[src/rtl/ram_port_arbiter.sv]
// ram_port_arbiter: shares one single-port synchronous RAM (1-cycle registered
// read, read-first) between two requesters A and B.
//
// After reset (when CLR_ON_RESET=1) and on every clr pulse the block sweeps the
// whole RAM to INIT_VAL, one word per cycle, with busy high. Otherwise it
// grants at most one access per cycle, round-robin between A and B, and
// returns read data to the port that issued the read.
//
// Handshake (both ports): a transfer happens on a cycle where x_req and x_gnt
// are both high. x_gnt is combinational and only ever asserted together with
// x_req. The requester holds x_req/x_we/x_addr/x_din stable until it sees
// x_gnt, and may drop x_req without having been granted. Read data follows on
// the next cycle, marked by x_rvalid (one cycle, no backpressure).
module ram_port_arbiter #(
    parameter int            DW           = 8,
    parameter int            AW           = 8,
    parameter logic [DW-1:0] INIT_VAL     = '0,
    parameter bit            CLR_ON_RESET = 1'b1
) (
    input  logic          clk,
    input  logic          rst_n,
    input  logic          clr,
    output logic          busy,

    input  logic          a_req,
    input  logic          a_we,
    input  logic [AW-1:0] a_addr,
    input  logic [DW-1:0] a_din,
    output logic          a_gnt,
    output logic          a_rvalid,
    output logic [DW-1:0] a_rdata,

    input  logic          b_req,
    input  logic          b_we,
    input  logic [AW-1:0] b_addr,
    input  logic [DW-1:0] b_din,
    output logic          b_gnt,
    output logic          b_rvalid,
    output logic [DW-1:0] b_rdata,

    output logic [AW-1:0] ram_addr,
    output logic          ram_we,
    output logic [DW-1:0] ram_din,
    input  logic [DW-1:0] ram_qout,

    // Current FSM state: 1 = clear sweep, 0 = arbitration.
    output logic          dbg_state
);

    typedef enum logic {
        ST_ARB   = 1'b0,
        ST_CLEAR = 1'b1
    } state_t;

    localparam state_t        RST_STATE = CLR_ON_RESET ? ST_CLEAR : ST_ARB;
    localparam logic [AW-1:0] CNT_LAST  = '1;
    localparam logic [AW-1:0] CNT_ONE   = {{(AW-1){1'b0}}, 1'b1};

    state_t        state;
    logic [AW-1:0] cnt;
    // 1 when B held the most recent grant, so A wins the next tie.
    logic          last_b;

    assign busy      = (state == ST_CLEAR);
    assign dbg_state = state;

    // Read data is shared; each port's rvalid says whose data it is.
    assign a_rdata = ram_qout;
    assign b_rdata = ram_qout;

    // Round-robin grant: a lone requester wins, a tie goes to the port
    // that was not granted last. No grants during the sweep or on clr.
    always_comb begin
        a_gnt = 1'b0;
        b_gnt = 1'b0;
        if (state == ST_ARB && !clr) begin
            if (a_req && b_req) begin
                a_gnt = last_b;
                b_gnt = !last_b;
            end else begin
                a_gnt = a_req;
                b_gnt = b_req;
            end
        end
    end

    // RAM port mux: sweep writes, otherwise the granted port, otherwise idle zeros.
    always_comb begin
        ram_we   = 1'b0;
        ram_addr = '0;
        ram_din  = '0;
        if (state == ST_CLEAR) begin
            ram_we   = 1'b1;
            ram_addr = cnt;
            ram_din  = INIT_VAL;
        end else if (a_gnt) begin
            ram_we   = a_we;
            ram_addr = a_addr;
            ram_din  = a_din;
        end else if (b_gnt) begin
            ram_we   = b_we;
            ram_addr = b_addr;
            ram_din  = b_din;
        end
    end

    // Sweep/arbitration FSM, round-robin history and read-return flags.
    always_ff @(posedge clk or negedge rst_n) begin
        if (!rst_n) begin
            state    <= RST_STATE;
            cnt      <= '0;
            last_b   <= 1'b1;
            a_rvalid <= 1'b0;
            b_rvalid <= 1'b0;
        end else begin
            // A write cycle's qout is old data and is never flagged valid.
            a_rvalid <= a_gnt & a_req & ~a_we;
            b_rvalid <= b_gnt & b_req & ~b_we;
            case (state)
                ST_CLEAR: begin
                    if (clr) begin
                        cnt <= '0;
                    end else if (cnt == CNT_LAST) begin
                        state <= ST_ARB;
                        cnt   <= '0;
                    end else begin
                        cnt <= cnt + CNT_ONE;
                    end
                end
                ST_ARB: begin
                    if (clr) begin
                        state <= ST_CLEAR;
                        cnt   <= '0;
                    end else if (a_gnt) begin
                        last_b <= 1'b0;
                    end else if (b_gnt) begin
                        last_b <= 1'b1;
                    end
                end
                default: begin
                    state <= RST_STATE;
                    cnt   <= '0;
                end
            endcase
        end
    end

endmodule

[config.mk]
export PLATFORM = sky130hd
export DESIGN_NAME = ram_port_arbiter
export DESIGN_NICKNAME = d
export VERILOG_FILES = /design/src/rtl/ram_port_arbiter.sv
export SDC_FILE = /design/constraint.sdc
export NUM_CORES = 1
export LEC_CHECK = 0
export ABC_CLOCK_PERIOD_IN_PS = 1850
export BUFFER_PORTS_ARGS = -buffer_cell sky130_fd_sc_hd__buf_2
export CAP_MARGIN = 20
export CORE_MARGIN = 2
export CORE_UTILIZATION = 37
export CTS_CLUSTER_DIAMETER = 50
export DETAILED_ROUTE_END_ITERATION = 8
export GPL_ROUTABILITY_DRIVEN = 0
export PLACE_DENSITY = 0.89
export SYNTH_ARGS = -nofsm -noshare
export SYNTH_HDL_FRONTEND = slang
export SYNTH_SLANG_ARGS = --single-unit
export TNS_END_PERCENT = 1
[constraint.sdc]
create_clock -name clk -period 1.85 [get_ports clk]
set_input_delay 0.37 -clock clk [delete_from_list [all_inputs] [get_ports clk]]
set_output_delay 0.37 -clock clk [all_outputs]
set_load 0.02 [all_outputs]
# Word level (Yosys, flattened, before mapping)
# Cells that the tools add are included.
[op_classes] n_addsub=1 n_eq_ne=2 n_mux=23 bitwise_logic=8 reduce_logical=6
[ops] operator="$mux W8" n=9
[ops] operator="$pmux W8 S2" n=1
[ops] operator="$mux W1" n=12
[ops] operator="$add A8 B1 Y8 const B" n=1
[ops] operator="$eq A8 B8 Y1 const B" n=1
[ops] operator="$and A1 B1 Y1" n=4
[ops] operator="$not A1 Y1" n=4
[ops] operator="$reduce_and A3 Y1" n=1
[ops] operator="$logic_and A1 B1 Y1" n=2
[ops] operator="$logic_not A1 Y1" n=2
[ops] operator="$ne A2 B2 Y1 const B" n=1
[ops] operator="$pmux W1 S2" n=1
[ops] operator="$reduce_bool A2 Y1" n=1
[totals] reg_bits=12 out_inout_bits=39

# Logic depth before layout (Yosys ltp)
# Gate-level depths: netlist of the first run.
[depth] ltp_word=6 mapped_depth=5

# Least setup slack after synthesis of the first run
# No wires, ideal clock.
[synth_timing] path_kind="flip-flop to output port" from="register state (netlist: busy)" to="output ram_din[0]" arrival_ps=1577 path_slack_ps=-97 stages_incl_launch_ff=6 n_path_buf=2 path_cell_list="dfstp_2 > buf_2 > or3b_4 > a21oi_4 > buf_8 > a22o_1"
[synth_via] elab_chain_len=6
[synth_lines] item="from (decl)" line_no="59" text="state_t state;"
[synth_lines] item="from (signal assigned)" line_no="110" text="state <= RST_STATE;"
[synth_lines] item="from (signal assigned)" line_no="124" text="state <= ST_ARB;"
[synth_lines] item="from (signal assigned)" line_no="132" text="state <= ST_CLEAR;"
[synth_lines] item="$not A1 Y1 (no source line)"
[synth_lines] item="$logic_and A1 B1 Y1" line_no="76" text="if (state == ST_ARB && !clr) begin"
[synth_lines] item="$mux W1" line_no="76"
[synth_lines] item="named net b_gnt" line_no="37" text="output logic b_gnt,"
[synth_lines] item="$mux W8" line_no="100" text="end else if (b_gnt) begin"
[synth_lines] item="$mux W8" line_no="96" text="end else if (a_gnt) begin"
[synth_lines] item="$mux W8" line_no="92" text="if (state == ST_CLEAR) begin"
[synth_lines] item="to (decl)" line_no="43" text="output logic [DW-1:0] ram_din,"
# The timed path passes the listed nets, and every way through them passes these cells.

# Worst setup path after layout of the first run
[layout_timing] from="register state (netlist: busy)" to="output ram_addr[0]"
[layout_via] elab_chain_len=6
[layout_lines] item="$not A1 Y1 (no source line)"
[layout_lines] item="$logic_and A1 B1 Y1" line_no="76"
[layout_lines] item="$mux W1" line_no="76"
[layout_lines] item="$mux W8" line_no="100"
[layout_lines] item="$mux W8" line_no="96"
[layout_lines] item="$mux W8 *" line_no="92"
[layout_lines] item="to (decl)" line_no="41" text="output logic [AW-1:0] ram_addr,"
# Mark *: on every way between the ends. The rest lies on a longest branch, timed or not.

==> results of run 1 <==
## power groups by stage
stage	sequential, W	combinational, W	clock (W)
after floorplan	0.000285	0.0000941	0
after global placement	0.000287	0.000104	0
after detailed placement	0.000287	0.000108	0
after CTS	0.000283	0.000115	0.000208
after global routing	0.000284	0.000131	0.000228
final	0.000283	0.000119	0.000211
## critical path, stage by stage (launching register included)
cell	delay, ns
dfstp_2	0.39
or3b_4	0.39
a21oi_4	0.16
buf_12	0.17
a221o_1	0.18
buf_6	0.13
## path summary, 6_finish.rpt
kind                       startpoint           to  slack [ns]  depth (start not counted)
hold reg to reg                last_b       last_b        0.54                          2
hold / removal                   a_we     a_rvalid        0.39                          2
min in group asynchronous       rst_n       cnt[5]        0.50                          2
setup / recovery                 busy  ram_addr[0]       -0.23                          5
max in group asynchronous       rst_n       last_b        1.08                          2
setup reg to reg                 busy       cnt[7]        0.29                          4
## layout make-up
class,instances,area (sq um),share of cell area (%)
multi-input combinational,67,564.3,38.95
inverter,2,7.507,0.5181
timing repair buffer,71,500.5,34.54
clock buffer,4,36.28,2.504
tap,30,37.54,2.591
sequential,12,302.8,20.90
## cells by family (layout without fill, tap and decap cells)
logic type               after synthesis  after routing
flip-flops                            12             12
adder cells (fa/ha/maj)                1              1
XOR/XNOR                               2              2
AO/OA/AOI/OAI                         33             33
multiplexers                           1              1
buffers and inverters                 24             77
AND/OR/NAND/NOR                       30             30
## placed cells by master, fill, tap and decap left out, types with 2 or more instances in the layout
cell type  instances
buf_2             45
buf_6             12
dfrtp_1           10
buf_4             10
a221o_1            9
a22o_4             8
and2_1             7
nand2_1            5
o21ai_0            5
nand3_1            3
nor2_1             3
a21oi_1            3
clkbuf_4           3
inv_1              2
or3b_4             2
a21oi_4            2
and2b_1            2
nand4_1            2
nand2b_1           2
xor2_1             2
a211oi_1           2
dfstp_2            2
buf_12             2
## flip-flops by register name, summed over array words and instances, names as in the netlist
| signal | count |
|---|---|
| busy | 1 |
| last_b | 1 |
| a_rvalid | 1 |
| cnt | 8 |
| b_rvalid | 1 |
## through the flow
stage	TNS, ns	cell area (sq um)	utilization (%)	hold slack [ns]
finish	-3.420	1449	57.96	0.3879
CTS	-2.954	1428	57.11	0.3822
floorplan	-0.05321	1052	-	0.07441
detailed placement	-1.131	1300	52.00	0.2576
global placement	-0.5961	1300	52.00	0.2539
global route	-4.502	1449	57.96	0.3780
## repair_timing
action	CTS	global route
hold endpoints to repair	10	0
setup buffers	0	1
setup endpoints to repair	19	19
hold buffers	1	0
pin swaps	8	3
resized for setup	27	4
## layer usage
| metal | vias up | track usage (%) | wire, um |
|---|---|---|---|
| met5 | - | 0 | 0 |
| met4 | 0 | 8.014 | 45 |
| met3 | 7 | 5.855 | 173 |
| met2 | 31 | 31.46 | 1494 |
| met1 | 485 | 20.15 | 1086 |
| li1 | 474 | - | - |
==> impl_metrics.ini, run 1 <==
[route]
routed_wl_mm = 2.799
ant_nets = 0
drtPass1Iterations = 4
first_iter_violations = 66
post_drt_wl_per_cell_um = 15.05
via_count = 997
drc = 0
vias_per_cell = 5.360

[power]
pwr-share-seq_pct = 46.2
p_leak_nw = 0.7421
power_w = 0.0006130
peakVddDrop_v = 0.0003741
switching_power_w = 0.0001573
pwr-share-clk_pct = 34.4
powerDensity_mw_per_mm2 = 423.1
p_comb_share_pct = 19.4
p_int_w = 0.0004557
switching_share_pct = 25.66

[die]
die_h_um = 55.36
core_area_sq_mm = 0.002500
die-area_sq_mm = 0.003065
die_x_um = 55.36
rows = 18
ios = 86
start_util_pct = 39.04

[outcome]
violations = negative setup slack
status = complete, but fails checks

[finish]
synthToLayoutAreaGrowth_pct = 48.46
nets = 205
fill_cells = 207
antenna_cells = 0
stdcell_count = 186
drive_above_1_share_pct = 56.41

[synthesis]
syn_avg_cell_area_sq_um = 9.475
synthesis.area_sq_um = 975.9
synthArstFlopShare_pct = 100.0
synth_area_leaders = dfrtp_1 26%, buf_4 13%, a221o_1 9.2%
synth_edf_count = 0
ys_seq_area_share_pct = 31.03
ys_warn_count = 0
synth_top_family_by_area = compound AO/OA/AOI/OAI gates
synth_compound_area_share_pct = 28.33
yosysMostFrequentCell = buf_4
synthAdderAreaFrac_pct = 1.282
synth_xor_area_share_pct = 1.795
synth_mux_area_share_pct = 1.026
synthSimpleGateAreaFrac_pct = 17.95
yosysTopAreaCellShare_pct = 25.64
ys_top_cells_by_count = 17 x buf_4, 10 x dfrtp_1, 9 x a221o_1, 8 x a22o_1, 7 x and2_1
synth_top_cell_by_area = dfrtp_1
ys_seq_elements = 12
synth_flop_cell = dfrtp_1
synthDistinctLibCells = 34
synth_nets = 151
synth_cells = 103

[sta]
finalCritPeriodShare_pct = 112.7
max_slew_margin_pct = 81.85
fmax_mhz = 479.7
tightest_slew_ns = 0.2722
finalSetupViolCount = 19
rsz0062_at_grt = yes
layout_setup_ws_ns = -0.2346
finalHoldViolations = 0
slew_violations = 0
clock_skew_ns = 0.001486
final.min_clock_period_ns = 2.085

[hold_path]
hold_class = in -> reg

[clock_network]
clk_pin_slew_ns = 0.07
cts_buffers = 3
tritoncts = yes
clock-sinks = 12
root_buffer = clkbuf_4
insertion_delay_ns = 0.28
clock_path_buffers = 2
cts_max_level = 1

[placement]
pre_cts_ws_ns = -0.08726
portBuffers = 61
dp_hpwl_mm = 1.974
dp_cells = 180

[grt]
grt_pass1_vias = 980
grt_max_degree = 19
grt_first_pass_wirelength_mm = 4.429
track_usage_pct = 18.16
grt-ovfl-total = 0
antenna_found_initial = 0

[setup_path]
start_kind = register
cp_max_fo = 16
critPathArrivalTime_ns = 1.71
cp.required_ns = 1.48
end_kind = output pin
path_class = reg -> out

[run]
maxCapViolations = 0
Note: power is estimated with default switching activity, not from simulation.
==> inputs of run 2 (changes only) <==
- CORE_MARGIN: 2 -> 4
- GPL_ROUTABILITY_DRIVEN: 0 -> default
==> impl_metrics.ini, run 2 (same netlist as run 1, synthesis figures left out) <==
[sta]
fmax_mhz = 483.6
clock_skew_ns = 0.0005771
finalCritPeriodShare_pct = 111.8
finalSetupViolCount = 19
rsz0062_at_grt = yes
tightest_slew_ns = 0.2772
max_slew_margin_pct = 81.52
finalHoldViolations = 0
final.min_clock_period_ns = 2.068
slew_violations = 0
layout_setup_ws_ns = -0.2178
tns_ns = -3.025

[finish]
regMostFlops = cnt
fill_cells = 195
layout_common_cells = 42 x buf_2, 17 x buf_6, 10 x dfrtp_1
stdcell_count = 183
largest_reg_flops = 8
synthToLayoutAreaGrowth_pct = 48.85
final_common_cell = buf_2
multiInputGateArea_sq_um = 564.3
antenna_cells = 0
drive_above_1_share_pct = 55.56
regArea_sq_um = 302.8
nets = 202

[route]
routed_wl_mm = 3.025
via_count = 993
ant_nets = 0
vias_per_cell = 5.426
first_iter_violations = 44
drc = 0
drtPass1Iterations = 4
post_drt_wl_per_cell_um = 16.53

[clock_network]
clock_path_buffers = 2
cts_buffers = 3
insertion_delay_ns = 0.27
post_cts_buffers = 0
tritoncts = yes
clk_pin_slew_ns = 0.08
clock-sinks = 12
root_buffer = clkbuf_4
cts_max_level = 1

[grt]
grt_pass1_vias = 949
grt-ovfl-total = 0
antenna_found_initial = 0
grt_first_pass_wirelength_mm = 4.498
track_usage_pct = 17.04
grt_max_degree = 20

[setup_path]
critPathArrivalTime_ns = 1.70
r2r.worst_path.cells = 4
cp.required_ns = 1.48
end_kind = output pin
start_kind = register
path_class = reg -> out
cp_max_fo = 19

[die]
ios = 86
die_x_um = 59.36
die-area_sq_mm = 0.003524
start_util_pct = 39.04
core_area_sq_mm = 0.002500
rows = 18
die_h_um = 59.36

[power]
peakVddDrop_v = 0.0004356
power_w = 0.0006139
p_leak_nw = 0.7304
powerDensity_mw_per_mm2 = 422.6

[hold_path]
hold_class = in -> reg
hold_depth = 2

[placement]
dp_cells = 178
portBuffers = 61
gp_congestion = 0.8656
pre_cts_ws_ns = -0.07645
dp_hpwl_mm = 2.307

[outcome]
status = complete, but fails checks
violations = negative setup slack

[run]
maxCapViolations = 0
[run 2: worst paths after layout]
path                         from     endpoint  slack [ns]
setup / recovery             busy  ram_addr[5]       -0.22
hold / removal               a_we     a_rvalid        0.40
setup reg to reg             busy       cnt[7]        0.29
hold reg to reg            last_b       last_b        0.54
max in group asynchronous   rst_n       last_b        1.08
min in group asynchronous   rst_n       cnt[3]        0.50
[run 2: metrics by stage]
| step | hold WS, ns | utilization [%] | instance area (sq um) |
|---|---|---|---|
| floorplan | 0.07441 | - | 1052 |
| global placement | 0.2523 | 51.40 | 1285 |
| detailed placement | 0.2633 | 51.40 | 1285 |
| CTS | 0.3769 | 58.01 | 1450 |
| global route | 0.3819 | 58.11 | 1453 |
| finish | 0.3955 | 58.11 | 1453 |
[run 2: layer usage]
metal | up-vias | global-route usage (%) | routed length (um)
met3 | 10 | 7.407 | 252
li1 | 467 | - | -
met4 | 0 | 5.825 | 90
met5 | - | 0 | 0
met1 | 478 | 18.63 | 1061
met2 | 38 | 29.17 | 1621
[run 2: what timing repair did]
item	in CTS	in global routing
hold endpoints to repair	10	0
endpoints found under the setup margin	19	19
pin swaps	8	4
hold buffers	1	0
resized for setup	38	1
[run 2: cell type report]
type	count	share of cell area (%)
Timing Repair Buffer	68	34.71
Sequential cell	12	20.84
Clock buffer	4	2.498
Inverter	2	0.5168
Multi-Input combinational cell	67	38.85
Tap cell	30	2.584
[run 2: report_power, final]
part	total [W]	internal [W]	switching, W
clock network	0.000210	0.000120	0.0000901
logic	0.000122	0.0000661	0.0000555
registers	0.000283	0.000272	0.0000110
[run 2: worst max-delay path, stage by stage, from the launching register on]
cell and delay (ns):
dfstp_2 0.57, or3b_4 0.15, a21oi_4 0.04, buf_12 0.15, a221o_1 0.38, buf_6 0.14
